`config.mk`:
```
export PLATFORM = sky130hd
export DESIGN_NAME = pmod_ledbtn_dbn_flat
export DESIGN_NICKNAME = d
export VERILOG_FILES = /design/src/rtl/pmod_ledbtn_dbn_if.sv /design/src/rtl/pmod_ledbtn_dbn.sv /design/src/flat_wrapper.sv
export SDC_FILE = /design/constraint.sdc
export NUM_CORES = 1
export LEC_CHECK = 0
export CAP_MARGIN = 10
export CELL_PAD_IN_SITES_DETAIL_PLACEMENT = 2
export CELL_PAD_IN_SITES_GLOBAL_PLACEMENT = 2
export CORE_UTILIZATION = 30
export CTS_CLUSTER_DIAMETER = 200
export CTS_CLUSTER_SIZE = 14
export DETAILED_ROUTE_END_ITERATION = 6
export HOLD_SLACK_MARGIN = 0.1
export MAX_ROUTING_LAYER = met4
export PLACE_DENSITY = 0.66
export SKIP_CTS_REPAIR_TIMING = 1
export SYNTH_ARGS = -nofsm -noshare
export SYNTH_HDL_FRONTEND = slang
export SYNTH_SLANG_ARGS = --single-unit
```
`constraint.sdc`:
```
create_clock -name CLK -period 2.7 [get_ports CLK]
set_input_delay 0.27 -clock CLK [delete_from_list [all_inputs] [get_ports CLK]]
set_output_delay 0.27 -clock CLK [all_outputs]
set_load 0.02 [all_outputs]
```
`src/rtl/pmod_ledbtn_dbn_if.sv`:
```
// Serial-link side of the LED/button PMOD block: a command byte stream in and
// a report byte stream out.
//
// Handshake: RX_VALID is a one-cycle strobe qualifying RX_DATA; the device
// never stalls the receive side. On the transmit side the device raises
// TX_VALID with TX_DATA and holds both steady until the link has TX_READY high
// on a rising edge; the byte is transferred on that edge (TX_VALID & TX_READY).
interface pmod_ledbtn_dbn_if;
    logic [7:0] RX_DATA;
    logic       RX_VALID;
    logic [7:0] TX_DATA;
    logic       TX_VALID;
    logic       TX_READY;

    // Link side: sends commands, receives reports.
    modport master (
        output RX_DATA,
        output RX_VALID,
        output TX_READY,
        input  TX_DATA,
        input  TX_VALID
    );

    // Device side: receives commands, sends reports.
    modport slave (
        input  RX_DATA,
        input  RX_VALID,
        input  TX_READY,
        output TX_DATA,
        output TX_VALID
    );
endinterface

```
`src/rtl/pmod_ledbtn_dbn.sv`:
```
// LED / button PMOD controller with per-button debounce, sticky press flags
// and a byte-command link.
//
// Commands (RX_VALID strobe):
//   0xxx_xxxx : LED write, LED <= low N_LED bits
//   8'h80     : flag read,  report {1'b1, press flags}, clears reported flags
//   8'h81     : level read, report {1'b0, debounced levels}
//   others    : ignored
//
// Optional feature: define LEDBTN_AUTOREPORT_EN to queue a flag report on its
// own whenever a press flag sets while the transmitter is idle with nothing
// pending. Without it, reports are sent only in answer to 8'h80 / 8'h81.
//
// state_dbg exposes the transmit FSM state (0 = IDLE, 1 = SEND).
module pmod_ledbtn_dbn #(
    parameter int N_LED     = 5,
    parameter int N_BTN     = 3,
    parameter int DB_CYCLES = 120000
) (
    input  logic                 CLK,
    input  logic                 RST_N,
    pmod_ledbtn_dbn_if.slave     link,
    output logic [N_LED-1:0]     LED,
    input  logic [N_BTN-1:0]     BTN,
    output logic                 state_dbg
);

    typedef enum logic {
        S_IDLE = 1'b0,
        S_SEND = 1'b1
    } tx_state_t;

    // Counter compares against the last stable cycle; DB_CYCLES consecutive
    // disagreeing samples are needed before the debounced level flips.
    localparam logic [23:0] CNT_LAST = 24'(DB_CYCLES - 1);

    // ------------------------------------------------------------------
    // Registers
    // ------------------------------------------------------------------
    logic [N_BTN-1:0]        btn_s1;
    logic [N_BTN-1:0]        btn_s2;
    logic [N_BTN-1:0][23:0]  cnt;
    logic [N_BTN-1:0]        lvl;
    logic [N_BTN-1:0]        flags;
    logic                    armed;
    tx_state_t               state;
    logic                    pend;
    logic                    pend_flag;
    logic [7:0]              tx_data;
    logic                    tx_is_flag;

    // ------------------------------------------------------------------
    // Combinational signals
    // ------------------------------------------------------------------
    logic [N_BTN-1:0][23:0]  cnt_nxt;
    logic [N_BTN-1:0]        lvl_nxt;
    logic [N_BTN-1:0]        press_set;
    logic [N_BTN-1:0]        flag_clr;
    logic [N_BTN-1:0]        flags_view;
    logic [N_BTN-1:0]        flags_nxt;
    logic [7:0]              flag_byte;
    logic [7:0]              level_byte;
    logic                    cmd_ok;
    logic                    led_wr;
    logic                    rd_flag;
    logic                    rd_lvl;
    logic                    auto_flag;
    logic                    req_any;
    logic                    req_is_flag;
    logic                    accept;
    tx_state_t               state_nxt;
    logic                    pend_nxt;
    logic                    pend_flag_nxt;
    logic                    issue;
    logic                    issue_flag;

    // Two-flop synchroniser on every raw button input.
    always_ff @(posedge CLK or negedge RST_N) begin
        if (!RST_N) begin
            btn_s1 <= '0;
            btn_s2 <= '0;
        end else begin
            btn_s1 <= BTN;
            btn_s2 <= btn_s1;
        end
    end

    // Per-button debounce: count disagreeing cycles, flip the level when the
    // count has been held for DB_CYCLES samples.
    always_comb begin
        cnt_nxt = cnt;
        lvl_nxt = lvl;
        for (int i = 0; i < N_BTN; i++) begin
            if (btn_s2[i] == lvl[i]) begin
                cnt_nxt[i] = '0;
            end else if (cnt[i] == CNT_LAST) begin
                cnt_nxt[i] = '0;
                lvl_nxt[i] = btn_s2[i];
            end else begin
                cnt_nxt[i] = cnt[i] + 24'd1;
            end
        end
    end

    // Debounce counters and debounced levels.
    always_ff @(posedge CLK or negedge RST_N) begin
        if (!RST_N) begin
            cnt <= '0;
            lvl <= '0;
        end else begin
            cnt <= cnt_nxt;
            lvl <= lvl_nxt;
        end
    end

    // Flag bookkeeping: a rising debounced level sets a flag; an accepted
    // flag report clears exactly the bits it carried; set wins on overlap.
    // Reports sample flags_view / lvl_nxt so a press completing on the
    // sampling edge is already included.
    always_comb begin
        press_set  = lvl_nxt & ~lvl;
        flag_clr   = (accept && tx_is_flag) ? tx_data[N_BTN-1:0] : '0;
        flags_view = flags | press_set;
        flags_nxt  = (flags & ~flag_clr) | press_set;
        flag_byte  = {1'b1, 7'(flags_view)};
        level_byte = {1'b0, 7'(lvl_nxt)};
    end

    // Sticky press flags.
    always_ff @(posedge CLK or negedge RST_N) begin
        if (!RST_N) begin
            flags <= '0;
        end else begin
            flags <= flags_nxt;
        end
    end

    // Command gate: RX_VALID is not trusted on the first edge out of reset.
    always_ff @(posedge CLK or negedge RST_N) begin
        if (!RST_N) begin
            armed <= 1'b0;
        end else begin
            armed <= 1'b1;
        end
    end

    // Command decode and read-request sources.
    always_comb begin
        cmd_ok  = link.RX_VALID & armed;
        led_wr  = cmd_ok & ~link.RX_DATA[7];
        rd_flag = cmd_ok & (link.RX_DATA == 8'h80);
        rd_lvl  = cmd_ok & (link.RX_DATA == 8'h81);
`ifdef LEDBTN_AUTOREPORT_EN
        auto_flag = (|press_set) & (state == S_IDLE) & ~pend;
`else
        auto_flag = 1'b0;
`endif
        req_any     = rd_flag | rd_lvl | auto_flag;
        // An explicit level read takes the slot over a simultaneous auto report.
        req_is_flag = ~rd_lvl;
        accept      = (state == S_SEND) & link.TX_READY;
    end

    // LED register: written in any transmit state, no back-pressure.
    always_ff @(posedge CLK or negedge RST_N) begin
        if (!RST_N) begin
            LED <= '0;
        end else if (led_wr) begin
            LED <= link.RX_DATA[N_LED-1:0];
        end
    end

    // Transmit FSM next-state: IDLE issues a pending request first, then a
    // new one; SEND holds one extra request and returns to IDLE on accept.
    always_comb begin
        state_nxt     = state;
        pend_nxt      = pend;
        pend_flag_nxt = pend_flag;
        issue         = 1'b0;
        issue_flag    = 1'b0;
        case (state)
            S_IDLE: begin
                if (pend) begin
                    issue      = 1'b1;
                    issue_flag = pend_flag;
                    pend_nxt   = req_any;
                    if (req_any) begin
                        pend_flag_nxt = req_is_flag;
                    end
                end else if (req_any) begin
                    issue      = 1'b1;
                    issue_flag = req_is_flag;
                end
                if (issue) begin
                    state_nxt = S_SEND;
                end
            end
            S_SEND: begin
                if (accept) begin
                    state_nxt = S_IDLE;
                end
                if (req_any && !pend) begin
                    pend_nxt      = 1'b1;
                    pend_flag_nxt = req_is_flag;
                end
            end
            default: begin
                state_nxt = S_IDLE;
            end
        endcase
    end

    // Transmit FSM state and pending-request registers.
    always_ff @(posedge CLK or negedge RST_N) begin
        if (!RST_N) begin
            state     <= S_IDLE;
            pend      <= 1'b0;
            pend_flag <= 1'b0;
        end else begin
            state     <= state_nxt;
            pend      <= pend_nxt;
            pend_flag <= pend_flag_nxt;
        end
    end

    // Report byte captured on entry to SEND and held until accepted.
    always_ff @(posedge CLK or negedge RST_N) begin
        if (!RST_N) begin
            tx_data    <= 8'h00;
            tx_is_flag <= 1'b0;
        end else if (issue) begin
            tx_data    <= issue_flag ? flag_byte : level_byte;
            tx_is_flag <= issue_flag;
        end
    end

    assign link.TX_DATA  = tx_data;
    assign link.TX_VALID = (state == S_SEND);
    assign state_dbg     = state;

endmodule

```
`src/flat_wrapper.sv`:
```
// flat-port wrapper written by rule: the top's interface ports become plain ports
module pmod_ledbtn_dbn_flat 
#(
    parameter int N_LED     = 5,
    parameter int N_BTN     = 3,
    parameter int DB_CYCLES = 120000
)
  (CLK, RST_N, LED, BTN, state_dbg, link_RX_DATA, link_RX_VALID, link_TX_READY, link_TX_DATA, link_TX_VALID);
  pmod_ledbtn_dbn_if link_i ();
  input  logic CLK;
  input  logic RST_N;
  output logic [N_LED-1:0] LED;
  input  logic [N_BTN-1:0] BTN;
  output logic state_dbg;
  input wire logic [$bits(link_i.RX_DATA)-1:0] link_RX_DATA;
  input wire logic [$bits(link_i.RX_VALID)-1:0] link_RX_VALID;
  input wire logic [$bits(link_i.TX_READY)-1:0] link_TX_READY;
  output wire logic [$bits(link_i.TX_DATA)-1:0] link_TX_DATA;
  output wire logic [$bits(link_i.TX_VALID)-1:0] link_TX_VALID;
  assign link_i.RX_DATA = link_RX_DATA;
  assign link_i.RX_VALID = link_RX_VALID;
  assign link_i.TX_READY = link_TX_READY;
  assign link_TX_DATA = link_i.TX_DATA;
  assign link_TX_VALID = link_i.TX_VALID;
  pmod_ledbtn_dbn #(.N_LED(N_LED), .N_BTN(N_BTN), .DB_CYCLES(DB_CYCLES)) u_core (.CLK(CLK), .RST_N(RST_N), .link(link_i), .LED(LED), .BTN(BTN), .state_dbg(state_dbg));
endmodule
```
### After elaboration in Yosys (flattened, before gate mapping)

Index checks and enable logic that the tools add are counted.

| word-level totals | value |
|---|---|
| bits in registers | 102 |
| input port bits | 15 |
| output and inout port bits | 15 |
| logic and storage cells | 78 |

| operators by class | value |
|---|---|
| $add $sub $neg | 3 |
| equal/unequal tests | 11 |
| muxes and demuxes | 31 |
| bitwise logic cells | 15 |
| reductions and logical operators | 4 |

Operators by type and width:

| cell | number |
|---|---|
| 2-to-1 mux 24 bit | 6 |
| adder 24 x 1 -> 24 bit (second input constant) | 3 |
| == test 24 x 17 -> 1 bit (second input constant) | 3 |
| 2-to-1 mux 1 bit | 20 |
| == test 8 bit (second input constant) | 2 |
| 2-to-1 mux 8 bit | 1 |
| AND 3 bit | 2 |
| NOT 3 bit | 2 |
| OR 3 bit | 2 |
| one-hot mux 1 bit (2 select lines) | 3 |
| AND 1 bit | 5 |
| inequality test 2 x 1 -> 1 bit (second input constant) | 2 |
| == test 1 bit | 3 |
| 2-to-1 mux 3 bit | 1 |
| NOT 1 bit | 3 |
| AND reduction 3 bit | 1 |
| logical AND 1 bit | 2 |
| inequality test 2 bit (second input constant) | 1 |
| logical NOT 1 bit | 1 |
| OR 1 bit | 1 |

### Logic depth before layout (Yosys ltp)

Gate-level depths: netlist of the first run.

| logic depth | value |
|---|---|
| word-level depth | 8 |
| mapped depth | 6 |
| depth with buffers taken out | 5 |

### Worst setup path before layout of the first run

Ideal clock, no wire load.

| timing | value |
|---|---|
| path type | flip-flop to flip-flop |
| start point | reg u_core.cnt[56] (netlist name) |
| end point | reg u_core.cnt[65] (netlist name) |
| setup time | 130 ps |
| arrival time | 1911 ps |
| required time | 2570 ps |
| slack | 660 ps |
| cell stages (with the launch flop) | 6 |
| buffers on the path | 1 |
| clock period less this slack | 2040 ps |
| path through | dfrtp_1 > or4b_1 > or4_4 > o21ai_4 > buf_6 > a21oi_1 |

RTL lines:

| what | RTL line | text |
|---|---|---|
| start: declaration | pmod_ledbtn_dbn.sv:42 | `logic [N_BTN-1:0][23:0] cnt;` |
| start signal: assignment | pmod_ledbtn_dbn.sv:111 | `cnt <= cnt_nxt;` |

==> results of run 1 <==
-- area by class of cell --
cell class,count,area share [%]
clock buffers,13,4.55
inverters,14,0.919
clock inverters,2,0.656
well taps,216,4.73
flip-flops and latches,97,42.4
multi-input cells,378,41.1
repair buffers,35,5.64
-- worst reg2reg max path, cell delays in order (launching register included) --
cell,delay [ns]
dfrtp_1,0.39
ha_1,0.23
nand4_1,0.13
or4_1,0.71
or4_1,0.52
a21oi_1,0.15
-- stage by stage --
stage          instance area, sq um  power (mW)
2_1_floorplan                  4980        1.66
3_3_place_gp                   5420        1.78
3_5_place_dp                   5420        1.79
4_1_cts                        5720        3.13
5_1_grt                        5720        3.21
6_report                       5720        3.07
-- routing by layer --
metal	up-vias	GRT usage [%]	wire length [um]
met1	1966	22.0	6180
met2	48	26.4	5760
li1	1883	-	-
met3	15	2.69	332
met4	0	6.56	242
met5	-	-	0
-- worst max path at each step --
| stage | depth (start not counted) | endpoint | startpoint |
|---|---|---|---|
| 3_3_place_gp | 5 | u_core.cnt[46] | u_core.cnt[24] |
| 3_5_place_dp | 5 | u_core.cnt[46] | u_core.cnt[24] |
| 2_1_floorplan | 5 | u_core.cnt[65] | u_core.cnt[56] |
| 5_1_grt | 5 | u_core.cnt[20] | u_core.cnt[0] |
| 4_1_cts | 5 | u_core.cnt[46] | u_core.cnt[24] |
| 6_report | 5 | u_core.cnt[46] | u_core.cnt[24] |
-- state kept, by name (all words and copies together) (netlist names) --
signal and count:
u_core.btn_s2 3, u_core.lvl 3, u_core.pend_flag 1, u_core.LED 5, u_core.flags 3, u_core.link.TX_VALID 1
u_core.btn_s1 3, u_core.cnt 72, u_core.link.TX_DATA 4, u_core.armed 1, u_core.pend 1
-- where the power goes --
| group | switching [mW] | internal, mW |
|---|---|---|
| combinational | 0.130 | 0.0977 |
| clock | 0.546 | 0.765 |
| sequential | 0.0382 | 1.49 |
| total | 0.714 | 2.35 |
-- placed cells by master (no fill, tap or decap), types with 4 or more instances in the layout --
cell,Yosys,final
nand3_1,28,28
nor2b_1,6,6
or4_1,16,16
and4_1,5,5
inv_1,14,14
xnor2_1,21,21
mux2_2,8,8
nor3_1,11,11
o21ai_0,24,24
or2_2,5,5
xor2_1,19,19
nor4_1,14,14
a21oi_1,29,29
buf_4,6,11
nand4_1,20,20
o31ai_1,13,13
nand2_1,34,34
dfrtp_1,97,97
nor2_1,50,50
clkbuf_16,0,9
conb_1,2,5
or4_4,4,4
and3_1,5,5
clkdlybuf4s50_1,0,24
or3_1,20,20
-- kinds of logic after synthesis --
kind of cell | Yosys count | share of synthesized area, %
adder cells (fa/ha/maj) | 4 | 0.956
XOR/XNOR | 40 | 7.04
other | 2 | 0.151
AND/OR/NAND/NOR | 238 | 26.9
AO/OA/AOI/OAI | 83 | 10.1
flip-flops | 97 | 48.8
buffers and inverters | 42 | 4.20
multiplexers | 8 | 1.81
==> run metrics, run 1 <==
Leak 2.20 nW; CTS Buf Count 9; Syn Inst Count 514; WP buf/inv 0; CTS tree yes; endpoints failing hold 0; CP arrival 2.49 ns; IO Port Bufs 25; total track usage 16.9%; Mapped Avg Cell Area 9.68 sq um; critical-path cell with the highest stage delay or4_1; CTS Buffer Depth 2; dpl hpwl 8.81 mm; row count 46; Worst-path clk slew 0.06 ns; Least-Margin Pin Slew 0.895 ns; Post-Synthesis Cell Area 4970 sq um; Yosys Warn Count 0; FILL cells 1,746; Synth top area share 48.8%; vias in the first global route 4,211; Final #Nets 553; RSZ-0062 raised after global routing no; Hold Crit Class in -> async; Ports 30; fin worst setup slack 0.484 ns; R2R Setup Slk 0.48 ns; fin crit period 2.22 ns; Clock Sinks 97; reg2reg start u_core.cnt[24]; utilization after layout 35.6%; DR vias/cell 5.18; Top delay family on crit path simple AND/OR/NAND/NOR gates; # placed instances 740; grt total ovfl 0; max incr delay on CP 0.71 ns; post-synthesis register bit count 97; Post-Route WL 12.5 mm; root buf cell clkbuf_16; Die W 131 um; R2R depth 5; Worst setup SP type register; Setup TNS 0 ns; Post-synth EDFFs 0; CP Capture Type register; clk_lat worst skew 0.35 ns; pwr dens 537 nW/um^2; Worst Path Max Fanout 9; vias 3,912; Max Fclk 451 MHz; max_slew headroom 40.3%; P&R area growth vs syn 15.0%; max cap viols 0; first-pass GRT wire length 21.6 mm; largest net degree at the start of global routing 67; CP Data Required Time 2.97 ns; initial antenna violation count 0; critical path type reg -> reg; top cell type by total area after synthesis dfrtp_1; register area share after synthesis 48.8%; Final setup viols 0; layout cells sized above 1 9.09%; pre-CTS WS 0.480 ns; DRT iter0 DRCs 159; commonest cells in the netlist dfrtp_1 (97), nor2_1 (50), nand2_1 (34); diodes inserted 0; final weighted congestion in routability-driven placement 0.752; Routed Antenna Nets 0; status finished clean; Crit path top cell by count or4_1; Core Area 16,100 sq um; ranking of synthesized cells by area dfrtp_1 (49%), nor2_1 (3.8%), xnor2_1 (3.7%), xor2_1 (3.3%), a21oi_1 (2.9%); Die H 131 um; capturing point of the worst reg2reg path u_core.cnt[46]; htree depth 3; Final Cycle Share 82.1%; Wirelength per Cell 16.6 um; Worst VDD drop 0.000310 V; ys async rst share 100%; multi-input logic area 2350 sq um; top-count cell post-synth dfrtp_1; die area 17,100 sq um; Reg area 2430 sq um; critical-path cell list ha_1, nand4_1, or4_1, or4_1, a21oi_1; worst hold slack 0.0483 ns; Final Skew 0.00572 ns; Max Transition Viols Final 0; Yosys cell types 52; DRT Pass-1 Iters 4; Remaining DRCs 0; top_reg_cell synth dfrtp_1; Post-Layout Cell Count 755; Starting Density 31.0%
(Power assumes the default switching activity.)
==> inputs of run 2 (changes only) <==
--- a/config.mk
+++ b/config.mk
@@ -14,7 +14,7 @@
 export DETAILED_ROUTE_END_ITERATION = 6
 export HOLD_SLACK_MARGIN = 0.1
 export MAX_ROUTING_LAYER = met4
-export PLACE_DENSITY = 0.66
+export PLACE_DENSITY = 0.68
 export SKIP_CTS_REPAIR_TIMING = 1
 export SYNTH_ARGS = -nofsm -noshare
 export SYNTH_HDL_FRONTEND = slang
==> constraint.sdc (replaced) <==
create_clock -name CLK -period 1.9 [get_ports CLK]
set_input_delay 0.19 -clock CLK [delete_from_list [all_inputs] [get_ports CLK]]
set_output_delay 0.19 -clock CLK [all_outputs]
set_load 0.02 [all_outputs]
==> run metrics, run 2 (synthesis results as in run 1) <==
Remaining DRCs 0; Final Cycle Share 105%; # placed instances 804; capturing point of the worst reg2reg path u_core.cnt[70]; final weighted congestion in routability-driven placement 0.755; fin crit period 1.99 ns; Setup TNS -1.84 ns; diodes inserted 0; Worst Path Max Fanout 23; max cap viols 0; most frequent cells in the layout dfrtp_1 (97), buf_4 (74), nor2_1 (44); layout cells sized above 1 26.5%; Max Fclk 502 MHz; CP Capture Type register; status complete, but fails checks; vias 4,311; Ports 30; total power 4.33 mW; Post-Layout Cell Count 832; initial antenna violation count 0; DRT iter0 DRCs 166; Final #Nets 629; Hold Crit Class in -> reg; DRT Pass-1 Iters 4; critical path type reg -> reg; R2R depth 5; largest net degree at the start of global routing 98; Wirelength per Cell 17.6 um; CTS tree yes; Worst-path clk slew 0.07 ns; CP arrival 2.22 ns; Routed Antenna Nets 0; Critical Path End u_core.cnt[70]; failing checks negative setup slack; DR vias/cell 5.18; first-pass GRT wire length 23.9 mm; Worst VDD drop 0.000619 V; clk_lat worst skew 0.35 ns; Critical Path Start u_core.cnt[69]; CP Data Required Time 2.13 ns; Largest register FFs 72; R2R Setup Slk -0.09 ns; Least-Margin Pin Slew 0.541 ns; endpoints failing hold 0; Final Skew 0.00417 ns; root buf cell clkbuf_16; Worst setup SP type register; Leak 2.66 nW; Starting Density 31.0%; RSZ-0062 raised after global routing yes; Die W 131 um; CTS Buf Count 9; fin worst setup slack -0.0901 ns; Final setup viols 24; most flop-heavy register u_core.cnt; utilization after layout 41.0%; Max Transition Viols Final 0; Core Area 16,100 sq um; commonest non-fill, non-tap cell in the layout dfrtp_1; die area 17,100 sq um; max_slew headroom 63.9%; htree depth 3; CTS Buffer Depth 2; IO Port Bufs 25; Die H 131 um; Worst Hold Launch BTN[1]; Clock Sinks 97; reg2reg start u_core.cnt[69]; P&R area growth vs syn 32.3%; total track usage 18.9%; grt total ovfl 0; Post-Route WL 14.6 mm; row count 46; vias in the first global route 4,717; pwr dens 658 nW/um^2; dpl hpwl 10.0 mm
-- run 2: cell types whose count changed in the layout (fill, tap and decap cells not counted), sizes merged --
| cell | previous run | this run |
|---|---|---|
| clkinv | 0 | 4 |
| dlygate4sd3 | 0 | 1 |
| bufinv | 1 | 0 |
| buf | 11 | 84 |
-- run 2: routing by layer --
metal  vias up  GRT usage (%)  wire, um  part of all wire, %
li1       2040              -         -                    -
met1      2229           21.3      6480                   44
met2        32           33.7      7650                   52
met3        10           4.03       321                  2.2
met4         0           4.67       161                  1.1
met5         -              -         0                    0
-- run 2: final cells by class --
type | instances | area, sq um
clock buffer | 11 | 243
clock inverter | 5 | 31.3
fill | 1747 | 9480
inverter | 14 | 52.6
multi-input combinational | 378 | 2540
sequential | 97 | 2430
tap | 216 | 270
timing repair buffer | 111 | 1010
-- run 2: worst max-delay path: stages (launching register included) --
cell and delay [ns]:
dfrtp_1 0.38, or4b_4 0.54, or4_4 0.52, o21ai_4 0.18
buf_12 0.18, a21oi_1 0.06
-- run 2: how the worst min path moves through the flow --
| stage | cells after the start | slack [ns] | to |
|---|---|---|---|
| global route | 1 | 0.26 | u_core.btn_s1[0] |
| global placement | 2 | 0.30 | u_core.LED[0] |
| CTS | 2 | -0.08 | u_core.LED[2] |
| floorplan | 0 | -0.11 | u_core.LED[0] |
| detailed placement | 2 | 0.31 | u_core.LED[0] |
| finish | 1 | 0.27 | u_core.btn_s1[1] |
-- run 2: report_power, final --
part           internal, mW  switching (mW)  leakage (nW)
clock network         0.920           0.825         0.135
registers              2.12          0.0415          1.29
logic                 0.202           0.225          1.24
-- run 2: metrics by stage --
step | hold slack, ns | setup WS (ns) | cell area [sq um]
3_5_place_dp | 0.312 | -0.0955 | 5980
3_3_place_gp | 0.299 | -0.0564 | 5980
4_1_cts | -0.0779 | -0.107 | 6250
6_report | 0.269 | -0.0901 | 6580
2_1_floorplan | -0.106 | -0.0575 | 5020
5_1_grt | 0.260 | -0.147 | 6580
